===== config.mk =====
export PLATFORM = sky130hd
export DESIGN_NAME = instr_encoder
export DESIGN_NICKNAME = d
export VERILOG_FILES = /design/src/rtl/instr_encoder.sv
export SDC_FILE = /design/constraint.sdc
export NUM_CORES = 1
export LEC_CHECK = 0
export ABC_AREA = 1
export BUFFER_PORTS_ARGS = -buffer_cell sky130_fd_sc_hd__buf_2
export CORE_UTILIZATION = 48
export CTS_CLUSTER_SIZE = 12
export DETAILED_ROUTE_END_ITERATION = 10
export PLACE_DENSITY_LB_ADDON = 0.25
export SLEW_MARGIN = 0
export SYNTH_ARGS = -nofsm -noshare
export SYNTH_HDL_FRONTEND = slang
export SYNTH_SLANG_ARGS = --single-unit
export TNS_END_PERCENT = 100

===== constraint.sdc =====
create_clock -name clk -period 1.7 [get_ports clk]
set_input_delay 0.085 -clock clk [delete_from_list [all_inputs] [get_ports clk]]
set_output_delay 0.085 -clock clk [all_outputs]
set_load 0.02 [all_outputs]

===== src/rtl/instr_encoder.sv =====
// RV32I instruction word encoder with a DEPTH-entry output FIFO and a count of words handed out.
// Optional macro RANGE_CHECK_EN flags immediates that the selected format cannot represent.
module instr_encoder #(
  parameter int DEPTH = 2,
  parameter int CNT_W = 16
) (
  input  logic             clk,
  input  logic             reset_n,
  input  logic             in_valid,
  output logic             in_ready,
  input  logic [2:0]       in_fmt,
  input  logic [6:0]       in_op,
  input  logic [4:0]       in_rd,
  input  logic [4:0]       in_rs1,
  input  logic [4:0]       in_rs2,
  input  logic [2:0]       in_f3,
  input  logic [6:0]       in_f7,
  input  logic [31:0]      in_imm,
  output logic             out_valid,
  input  logic             out_ready,
  output logic [31:0]      out_instr,
  output logic             out_err,
  output logic [CNT_W-1:0] enc_count
);

  localparam int AW = (DEPTH > 1) ? $clog2(DEPTH) : 1;
  localparam int CW = AW + 1;

  localparam logic [2:0] FMT_I = 3'b000;
  localparam logic [2:0] FMT_S = 3'b001;
  localparam logic [2:0] FMT_B = 3'b010;
  localparam logic [2:0] FMT_J = 3'b011;
  localparam logic [2:0] FMT_U = 3'b100;
  localparam logic [2:0] FMT_R = 3'b101;

  logic [31:0]   mem_instr [DEPTH];
  logic          mem_err   [DEPTH];
  logic [AW-1:0] wr_ptr;
  logic [AW-1:0] rd_ptr;
  logic [CW-1:0] count;
  logic          push;
  logic          pop;
  logic [31:0]   enc_word;
  logic          enc_err;
  logic          range_bad;

  // Handshake: a transfer happens on a rising edge where valid && ready are both high;
  // valid never waits on ready, and in_ready depends only on registered occupancy.
  assign in_ready  = (count < CW'(DEPTH));
  assign out_valid = (count != '0);
  assign push      = in_valid && in_ready;
  assign pop       = out_valid && out_ready;
  assign out_instr = mem_instr[rd_ptr];
  assign out_err   = mem_err[rd_ptr];

  always_comb begin
    enc_word = 32'h0000_0013;
    enc_err  = 1'b0;
    unique case (in_fmt)
      FMT_I: enc_word = {in_imm[11:0], in_rs1, in_f3, in_rd, in_op};
      FMT_S: enc_word = {in_imm[11:5], in_rs2, in_rs1, in_f3, in_imm[4:0], in_op};
      FMT_B: enc_word = {in_imm[12], in_imm[10:5], in_rs2, in_rs1, in_f3,
                         in_imm[4:1], in_imm[11], in_op};
      FMT_J: enc_word = {in_imm[20], in_imm[10:1], in_imm[11], in_imm[19:12], in_rd, in_op};
      FMT_U: enc_word = {in_imm[31:12], in_rd, in_op};
      FMT_R: enc_word = {in_f7, in_rs2, in_rs1, in_f3, in_rd, in_op};
      default: begin
        enc_word = 32'h0000_0013;
        enc_err  = 1'b1;
      end
    endcase
    enc_err = enc_err | range_bad;
  end

`ifdef RANGE_CHECK_EN
  // The word is still produced by truncation; only the flag reports the lost bits.
  always_comb begin
    range_bad = 1'b0;
    unique case (in_fmt)
      FMT_I, FMT_S: range_bad = !((&in_imm[31:11]) || !(|in_imm[31:11]));
      FMT_B:        range_bad = in_imm[0] || !((&in_imm[31:12]) || !(|in_imm[31:12]));
      FMT_J:        range_bad = in_imm[0] || !((&in_imm[31:20]) || !(|in_imm[31:20]));
      FMT_U:        range_bad = (in_imm[11:0] != 12'h000);
      default:      range_bad = 1'b0;
    endcase
  end
`else
  assign range_bad = 1'b0;
`endif

  always_ff @(posedge clk or negedge reset_n) begin
    if (!reset_n) begin
      for (int i = 0; i < DEPTH; i++) begin
        mem_instr[i] <= 32'h0;
        mem_err[i]   <= 1'b0;
      end
    end else if (push) begin
      mem_instr[wr_ptr] <= enc_word;
      mem_err[wr_ptr]   <= enc_err;
    end
  end

  always_ff @(posedge clk or negedge reset_n) begin
    if (!reset_n) begin
      wr_ptr    <= '0;
      rd_ptr    <= '0;
      count     <= '0;
      enc_count <= '0;
    end else begin
      if (push) wr_ptr <= wr_ptr + AW'(1);
      if (pop) begin
        rd_ptr    <= rd_ptr + AW'(1);
        enc_count <= enc_count + CNT_W'(1);
      end
      unique case ({push, pop})
        2'b10:   count <= count + CW'(1);
        2'b01:   count <= count - CW'(1);
        default: count <= count;
      endcase
    end
  end

endmodule

==> results of run 1 <==
[power by group]
group          switching [mW]  leakage, nW  internal, mW
Sequential              0.489         1.10          2.91
Clock                   0.749        0.103         0.727
Combinational            2.57         1.77          1.35
[cell usage after synthesis, drive strengths merged]
library cell  instances
nor2                 23
dfrtp                86
buf                  19
or2                   4
a21oi                 1
nand3                21
nand3b                4
xor2                  6
nand4                 4
xnor2                 5
o21ai                62
o21a                  1
inv                  42
ha                    2
clkbuf                5
nand2               332
[metrics by stage]
step                worst slack [ns]  hold slack (ns)  utilization  instances  power (mW)
floorplan                      0.108           -0.211            -        617        5.99
global placement               0.282           0.0531        0.587        833        7.24
detailed placement             0.197           0.0557        0.587        833        7.36
CTS                            0.135           0.0134        0.612        851        8.86
global route                  0.0487           0.0183        0.612        851        9.48
finish                         0.163           0.0219        0.612        851        8.79
[cell usage in the layout, fill, tap and decap left out, types with 2 or more instances in the layout]
cell           Yosys  layout
nand3_1           19      19
clkinv_4           0       2
buf_2             13     120
buf_12             0       3
clkbuf_8           0      10
dfrtp_1           86      85
inv_2              5       5
ha_1               2       2
nor2_4             2       3
buf_4              2       9
or2_2              4       4
xor2_1             6       6
nand3b_1           4       4
nor2_1            18      17
xnor2_1            5       5
o21ai_0           57      57
nand2_2            4       4
inv_1             37      37
nand4_1            4       4
o21ai_1            4       4
nand3_2            2       2
dlygate4sd3_1      0       2
nor2_2             3       3
nand2_1          328     328
[state kept, by name, indices dropped and copies added (netlist names)]
name / count
count: 2
mem_instr: 64
enc_count: 16
mem_err: 2
rd_ptr: 1
wr_ptr: 1
[worst max-delay path, delay by kind of cell, from the launching register on]
family                 cells  cell delay, ns
buffers and inverters      2            0.40
DFF                        1            0.45
AOI/OAI and AO/OA          1            0.25
[cell type report]
| type | count | area share |
|---|---|---|
| flip-flops and latches | 86 | 0.397 |
| multi-input cells | 465 | 0.372 |
| repair buffers | 134 | 0.138 |
| inverters | 42 | 0.0291 |
| clock buffers | 10 | 0.0254 |
| well taps | 108 | 0.0249 |
| clock inverters | 6 | 0.0127 |
[worst paths after layout]
path	from	to	slack (ns)	depth (start not counted)
worst min register to register	mem_instr[25]$_DFFE_PN0P_	mem_instr[25]$_DFFE_PN0P_	0.49	2
worst min-delay path	in_op[2]	mem_instr[34]$_DFFE_PN0P_	0.02	3
worst max register to register	count[0]$_DFFE_PN0P_	count[1]$_DFFE_PN0P_	0.21	5
min in group asynchronous	reset_n	mem_instr[17]$_DFFE_PN0P_	0.22	2
max in group asynchronous	reset_n	mem_instr[7]$_DFFE_PN0P_	0.83	3
worst max-delay path	rd_ptr$_DFFE_PN0P_	out_instr[1]	0.16	3
[kinds of logic (layout without fill, tap and decap cells)]
family,Yosys count,count (layout),share of synthesized area
and+or+nand+nor,388,388,0.351
DFF,86,86,0.485
buffers and inverters,66,192,0.0631
AOI/OAI and AO/OA,64,64,0.0738
xor gates and xnor gates,11,11,0.0217
adders and majority gates,2,2,0.00563
[metal layers]
metal  global-route usage  vias to the layer above
met5                    0                        -
met4               0.0563                        0
met3               0.0480                       12
met2                0.417                      118
met1                0.321                     1938
li1                     -                     2142
==> flow_metrics.env, run 1 <==
export IMPL_met1Wirelength_mm=4.95
export IMPL_nets=811
export IMPL_start_util=0.502
export IMPL_syn_cell_area_um2=4440
export IMPL_ioPinCount=122
export IMPL_cts_tree="built"
export IMPL_fp_dieW_um=98.2
export IMPL_worst_slew_pin_slew_ns=0.433
export IMPL_fill_cells=840
export IMPL_synth_cell_types=27
export IMPL_violations="DRC"
export IMPL_syn_num_nets=690
export IMPL_start_kind="flip-flop"
export IMPL_die_h_um=98.2
export IMPL_core_area_um2=8850
export IMPL_via_per_inst=4.95
export IMPL_worstPathArrival_ns=1.45
export IMPL_peakVddDrop_v=0.000927
export IMPL_fin_skew_ns=0.0102
export IMPL_slew_violations=0
export IMPL_hold_buffers=2
export IMPL_synth_top_area_frac=0.485
export IMPL_dp_hpwl_mm=8.16
export IMPL_yosys_warnings=0
export IMPL_die_area_um2=9640
export IMPL_synth_area_per_cell_um2=7.20
export IMPL_cts_root_buf="clkbuf_8"
export IMPL_ys_seq_area_frac=0.485
export IMPL_drc=10
export IMPL_clock_sinks=86
export IMPL_powerDensity_nw_per_um2=1620
export IMPL_fp_row_count=34
export IMPL_max_cap_violations=0
export IMPL_rsz0062_at_grt="false"
export IMPL_regArea_um2=2150
export IMPL_htreeDepth=3
export IMPL_leakagePower_nw=2.98
export IMPL_postCtsSetupBuffers=0
export IMPL_vias=4210
export IMPL_wl_per_cell_um=13.1
export IMPL_timing_fmax_ghz=0.651
export IMPL_hp_class="input port to flip-flop"
export IMPL_status="complete, but fails checks"
export IMPL_top_layer="met4"
export IMPL_relSlewSlack=0.712
export IMPL_gp_congestion=0.837
export IMPL_fin_crit_sh=0.904
export IMPL_dr_pass1_iters=9
export IMPL_overflow=0
export IMPL_grt_pass1_vias=4045
export IMPL_ys_top_cells_by_area="dfrtp_1 48%, nand2_1 28%, o21ai_0 6.4%, inv_1 3.1%, nand3_1 2.1%"
export IMPL_yosys_area_top_type="dfrtp_1"
export IMPL_clkLatencyLatePin_ns=0.35
export IMPL_crit_chain="buf_12 -> o21ai_0 -> buf_2"
export IMPL_track_usage=0.244
export IMPL_clkSlewWorstSetupHoldPaths_ns=0.09
export IMPL_cts_resized_gates=0
export IMPL_post_route_min_period_ns=1.54
export IMPL_crit_type="flip-flop to primary output"
export IMPL_diodes=0
export IMPL_portBuffers=121
export IMPL_synth_seq_cells=86
export IMPL_clk_path_buf_depth=2
export IMPL_multiInputGateArea_um2=2020
export IMPL_syn2layout_area_growth_pct=22.0
export IMPL_report_final_setup_viol=0
export IMPL_worstPathRequired_ns=1.62
export IMPL_routed_wl_met2_mm=5.38
export IMPL_finalHoldViolCount=0
export IMPL_synthCells=617
export IMPL_dpl_cell_area_um2=5190
export IMPL_final_antenna_net_count=0
export IMPL_final_area_um2=5420
export IMPL_grt_max_degree=38
export IMPL_routed_wl_mm=11.1
export IMPL_drtIter0Drc=191
export IMPL_finalSetupTns_ns=0
export IMPL_wl_met3_um=702
export IMPL_numCtsBuffers=9
export IMPL_path_max_fanout=37
export IMPL_crit_slowest_cell="dfrtp_2"
export IMPL_drive_above_1_share=0.231
export IMPL_antenna_found_initial=0
export IMPL_grt_pass1_wl_mm=18.8
export IMPL_endpoint_kind="primary output"
export IMPL_worst_path_largest_cell_delay_ns=0.45
(Power assumes the default switching activity.)
==> inputs of run 2 (changes only) <==
Settings changed: CORE_UTILIZATION 48 to 49, CTS_BUF_LIST set to sky130_fd_sc_hd__clkbuf_8.
==> run 2 against run 1 <==
  * The run now ends clean
  * Largest cell class unchanged
  * Fmax fell by 4.5%
  * Critical path type unchanged
  * First-iteration DRC count shrank 1.6%
  * Clock skew rose by 0.0086 ns
==> flow_metrics.env, run 2 (same netlist as run 1, synthesis figures left out) <==
export IMPL_top_register="mem_instr"
export IMPL_antenna_found_initial=0
export IMPL_dpl_cell_area_um2=5160
export IMPL_path_max_fanout=50
export IMPL_drive_above_1_share=0.227
export IMPL_critPathBufInv=2
export IMPL_routed_wl_mm=11.1
export IMPL_worstPathArrival_ns=1.52
export IMPL_nets=807
export IMPL_clk_path_buf_depth=2
export IMPL_final_cell_mix="328 x nand2_1, 120 x buf_2, 85 x dfrtp_1, 57 x o21ai_0, 37 x inv_1"
export IMPL_crit_slowest_cell="dfrtp_2"
export IMPL_powerDensity_nw_per_um2=1680
export IMPL_fp_row_count=34
export IMPL_start_util=0.507
export IMPL_via_per_inst=4.98
export IMPL_start_kind="flip-flop"
export IMPL_final_common_cell="nand2_1"
export IMPL_crit_type="flip-flop to primary output"
export IMPL_finalHoldViolCount=0
export IMPL_final_antenna_net_count=0
export IMPL_clock_sinks=86
export IMPL_relSlewSlack=0.722
export IMPL_gp_congestion=0.813
export IMPL_numCtsBuffers=9
export IMPL_cts_tree="built"
export IMPL_grt_pass1_wl_mm=18.8
export IMPL_dp_hpwl_mm=7.79
export IMPL_wl_per_cell_um=13.1
export IMPL_fin_skew_ns=0.0187
export IMPL_report_final_setup_viol=0
export IMPL_track_usage=0.247
export IMPL_slew_violations=0
export IMPL_clkSlewWorstSetupHoldPaths_ns=0.08
export IMPL_crit_chain="buf_12 -> o21ai_0 -> buf_2"
export IMPL_drc=0
export IMPL_overflow=0
export IMPL_status="finished, final reports clean"
export IMPL_vias=4218
export IMPL_final_area_um2=5450
export IMPL_core_area_um2=8760
export IMPL_worstPathRequired_ns=1.62
export IMPL_peakVddDrop_v=0.000956
export IMPL_portBuffers=121
export IMPL_diodes=0
export IMPL_whs_ns=0.0174
export IMPL_finalSetupTns_ns=0
export IMPL_clkLatencyLatePin_ns=0.36
export IMPL_max_cap_violations=0
export IMPL_drtIter0Drc=188
export IMPL_dr_pass1_iters=5
export IMPL_grt_max_degree=51
export IMPL_leakagePower_nw=2.99
export IMPL_reg_largest_list="mem_instr: 64 flops, enc_count: 16 flops"
export IMPL_largest_register_ffs=64
export IMPL_htreeDepth=3
export IMPL_hp_class="input port to flip-flop"
export IMPL_endpoint_kind="primary output"
export IMPL_ioPinCount=122
export IMPL_postCtsSetupBuffers=0
export IMPL_fp_dieW_um=97.2
export IMPL_rsz0062_at_grt="false"
export IMPL_grt_pass1_vias=4058
export IMPL_worst_path_largest_cell_delay_ns=0.49
export IMPL_final_cells=847
export IMPL_die_h_um=97.2
export IMPL_timing_fmax_ghz=0.622
export IMPL_die_area_um2=9450
export IMPL_post_route_min_period_ns=1.61
export IMPL_syn2layout_area_growth_pct=22.6
export IMPL_cts_root_buf="clkbuf_8"
export IMPL_worst_slew_pin_slew_ns=0.416
export IMPL_dp_cells=829
export IMPL_fin_crit_sh=0.946
export IMPL_critPathTopFamily="flip-flops"
run 2: cell types whose count changed in the layout (fill, tap and decap cells not counted):
cell,change
buf_4,-4
clkinv_4,-1
inv_6,-1
clkbuf_8,-1
bufinv_16,+3
run 2: worst reg2reg max path, delay by kind of cell, from the launching register on:
family,cells,cell delay (ns)
AO/OA/AOI/OAI,3,0.47
XOR/XNOR,1,0.16
adder cells (fa/ha/maj),1,0.33
flip-flops,1,0.43
run 2: what timing repair did:
action,4_1_cts,5_1_grt
endpoints found under the hold margin,28,0
resized for setup,0,1
setup endpoints to repair,0,5
hold buffers,2,0
run 2: where the power goes:
group          internal (mW)  leakage, nW  switching [mW]
Combinational           1.32         1.75            2.57
Sequential              2.91         1.10           0.514
Clock                   1.12        0.135           0.737
Total                   5.35         2.99            3.82
run 2: layer usage:
layer / GRT usage / part of all wire
met3: 0.0396 / 0.063
met2: 0.417 / 0.48
met5: 0 / 0
met1: 0.324 / 0.44
met4: 0.0826 / 0.015
run 2: stage by stage:
| step | utilization | setup WS (ns) | power (mW) |
|---|---|---|---|
| 3_5_place_dp | 0.589 | 0.211 | 7.33 |
| 4_1_cts | 0.621 | 0.0479 | 9.22 |
| 2_1_floorplan | - | 0.108 | 5.99 |
| 3_3_place_gp | 0.589 | 0.288 | 7.20 |
| 6_report | 0.622 | 0.0911 | 9.16 |
| 5_1_grt | 0.622 | 0.0141 | 9.86 |
run 2: final cells by class:
class,count,area [µm²]
clock buffer,9,124
clock inverter,7,138
fill,785,3320
inverter,42,161
multi-input combinational,465,2020
sequential,86,2150
tap,108,135
timing repair buffer,130,718
run 2: worst paths after layout:
kind                                          start                        end  slack (ns)  depth (start not counted)
max reg2reg                    count[0]$_DFFE_PN0P_       count[1]$_DFFE_PN0P_        0.19                          5
min in group asynchronous                   reset_n  mem_instr[55]$_DFFE_PN0P_        0.19                          2
max in group asynchronous                   reset_n         rd_ptr$_DFFE_PN0P_        0.92                          3
min reg2reg                mem_instr[0]$_DFFE_PN0P_   mem_instr[0]$_DFFE_PN0P_        0.49                          2
min                                        in_op[3]   mem_instr[3]$_DFFE_PN0P_        0.02                          3
max                              rd_ptr$_DFFE_PN0P_                    out_err        0.09                          3
==> inputs of run 3 (changes only) <==
==> constraint.sdc (replaced) <==
create_clock -name clk -period 1.7 [get_ports clk]
set_input_delay 0 -clock clk [delete_from_list [all_inputs] [get_ports clk]]
set_output_delay 0 -clock clk [all_outputs]
set_load 0.02 [all_outputs]
==> run 3 against run 2 <==
  * Highest routed layer unchanged
  * Routed wire length rose by 10%
  * Cell area rose by 7.4%
  * Critical path depth did not move
  * Critical path type unchanged
  * Power fell by 2.2%
  * Sequential share of layout area fell by 2.7 points
==> flow_metrics.env, run 3 (same netlist as run 1, synthesis figures left out) <==
export IMPL_status="finished, final reports clean"
export IMPL_drtIter0Drc=193
export IMPL_syn2layout_area_growth_pct=31.7
export IMPL_setup_ws_ns=0.144
export IMPL_clkSlewWorstSetupHoldPaths_ns=0.09
export IMPL_post_place_ws_ns=0.232
export IMPL_final_antenna_net_count=0
export IMPL_cts_root_buf="clkbuf_8"
export IMPL_nets=853
export IMPL_worstPathArrival_ns=1.56
export IMPL_via_per_inst=5.01
export IMPL_crit_type="flip-flop to primary output"
export IMPL_cts_tree="built"
export IMPL_track_usage=0.272
export IMPL_portBuffers=121
export IMPL_dp_cells=828
export IMPL_start_util=0.507
export IMPL_intPower_mw=5.04
export IMPL_overflow=0
export IMPL_final_cell_mix="328 x nand2_1, 120 x buf_2, 85 x dfrtp_1, 57 x o21ai_0, 49 x dlygate4sd3_1"
export IMPL_grt_pass1_vias=4494
export IMPL_final_common_cell="nand2_1"
export IMPL_swShare=0.438
export IMPL_finalPower_mw=8.96
export IMPL_comb_power_share=0.447
export IMPL_finalSetupTns_ns=0
export IMPL_power_switching_mw=3.92
export IMPL_clkLatencyLatePin_ns=0.37
export IMPL_drc=0
export IMPL_critPathTopFamily="flip-flops"
export IMPL_fill_cells=769
export IMPL_critPathBufInv=2
export IMPL_cts_resized_gates=0
export IMPL_report_final_setup_viol=0
export IMPL_fin_skew_ns=0.0189
export IMPL_largest_register_ffs=64
export IMPL_worst_slew_pin_slew_ns=0.586
export IMPL_finalHoldViolCount=0
export IMPL_worst_path_largest_cell_delay_ns=0.49
export IMPL_fp_row_count=34
export IMPL_clock_sinks=86
export IMPL_whs_path_depth=5
export IMPL_antenna_found_initial=0
export IMPL_diodes=0
export IMPL_crit_chain="buf_12 -> o21ai_0 -> buf_2"
export IMPL_start_kind="flip-flop"
export IMPL_timing_fmax_ghz=0.643
export IMPL_ioPinCount=122
export IMPL_wl_per_cell_um=13.7
export IMPL_final_cells=893
export IMPL_crit_slowest_cell="dfrtp_2"
export IMPL_hold_buffers=49
export IMPL_drive_above_1_share=0.213
export IMPL_worstPathRequired_ns=1.70
export IMPL_max_cap_violations=0
export IMPL_die_h_um=97.2
export IMPL_fp_dieW_um=97.2
export IMPL_htreeDepth=3
export IMPL_dp_hpwl_mm=7.99
export IMPL_slew_violations=0
export IMPL_grt_max_degree=51
export IMPL_core_area_um2=8760
export IMPL_leakagePower_nw=3.17
export IMPL_crit_cells=3
export IMPL_clkPwrFrac=0.169
export IMPL_powerDensity_nw_per_um2=1530
export IMPL_gp_congestion=0.823
export IMPL_relSlewSlack=0.609
export IMPL_routed_wl_mm=12.3
export IMPL_post_route_min_period_ns=1.56
export IMPL_endpoint_kind="primary output"
export IMPL_reg_largest_list="mem_instr: 64 flops, enc_count: 16 flops"
export IMPL_numCtsBuffers=9
export IMPL_dr_pass1_iters=5
export IMPL_vias=4473
export IMPL_worstRegToRegCells=5
export IMPL_peakVddDrop_v=0.00101
export IMPL_hp_class="input port to flip-flop"
export IMPL_top_register="mem_instr"
export IMPL_rsz0062_at_grt="false"
export IMPL_postCtsSetupBuffers=0
export IMPL_grt_pass1_wl_mm=20.6
export IMPL_die_area_um2=9450
export IMPL_p_seq_frac=0.383
export IMPL_clk_path_buf_depth=2
export IMPL_fin_crit_sh=0.915
export IMPL_path_max_fanout=50
## run 3: cell types whose count changed in the layout (fill, tap and decap cells not counted)
cell           delta
clkbuf_8          +1
bufinv_16         -3
buf_4             -1
clkinv_4          -1
inv_6             +2
clkinvlp_4        +1
dlygate4sd3_1    +47
## run 3: worst paths after layout
path	endpoint	start	slack, ns
max	out_instr[1]	rd_ptr$_DFFE_PN0P_	0.14
min	mem_instr[20]$_DFFE_PN0P_	in_imm[20]	0.009
max reg2reg	count[1]$_DFFE_PN0P_	count[0]$_DFFE_PN0P_	0.23
min reg2reg	mem_instr[0]$_DFFE_PN0P_	mem_instr[0]$_DFFE_PN0P_	0.49
max in group asynchronous	rd_ptr$_DFFE_PN0P_	reset_n	0.88
min in group asynchronous	mem_instr[55]$_DFFE_PN0P_	reset_n	0.15
## run 3: worst register-to-register path, cell delays in order, from the launching register on
cell     delay, ns
dfrtp_1       0.44
o21a_2        0.23
ha_1          0.32
a21oi_1       0.11
o21ai_0       0.10
xor2_1        0.15
## run 3: routing by layer
layer  part of all wire  GRT usage  vias to the layer above
li1                   -          -                     2222
met3              0.059     0.0424                       40
met5                  0          0                        -
met2               0.49      0.454                      161
met4              0.035      0.135                        0
met1               0.42      0.345                     2050
## run 3: metrics by stage
stage          cell area, µm²  utilization  hold slack [ns]
2_1_floorplan            4440            -           -0.296
5_1_grt                  5850        0.667           0.0333
6_report                 5850        0.667          0.00940
3_3_place_gp             5150        0.588           0.0353
3_5_place_dp             5150        0.588           0.0406
4_1_cts                  5850        0.667         0.000334
## run 3: area by class of cell
cell class | instances | area [µm²] | share of cell area
clock buffers | 10 | 138 | 0.0235
clock inverters | 6 | 67.6 | 0.0116
inverters | 42 | 158 | 0.0270
multi-input cells | 465 | 2020 | 0.345
flip-flops and latches | 86 | 2150 | 0.368
well taps | 108 | 135 | 0.0231
repair buffers | 176 | 1180 | 0.202
## run 3: power groups by stage
stage                     combinational [mW]  sequential (mW)  clock, mW
final                                   4.01             3.44       1.51
after global routing                    4.47             3.54       1.63
after CTS                               4.01             3.43       1.53
after detailed placement                3.89             3.47          0
after global placement                  3.79             3.41          0
after floorplan                         2.58             3.41          0
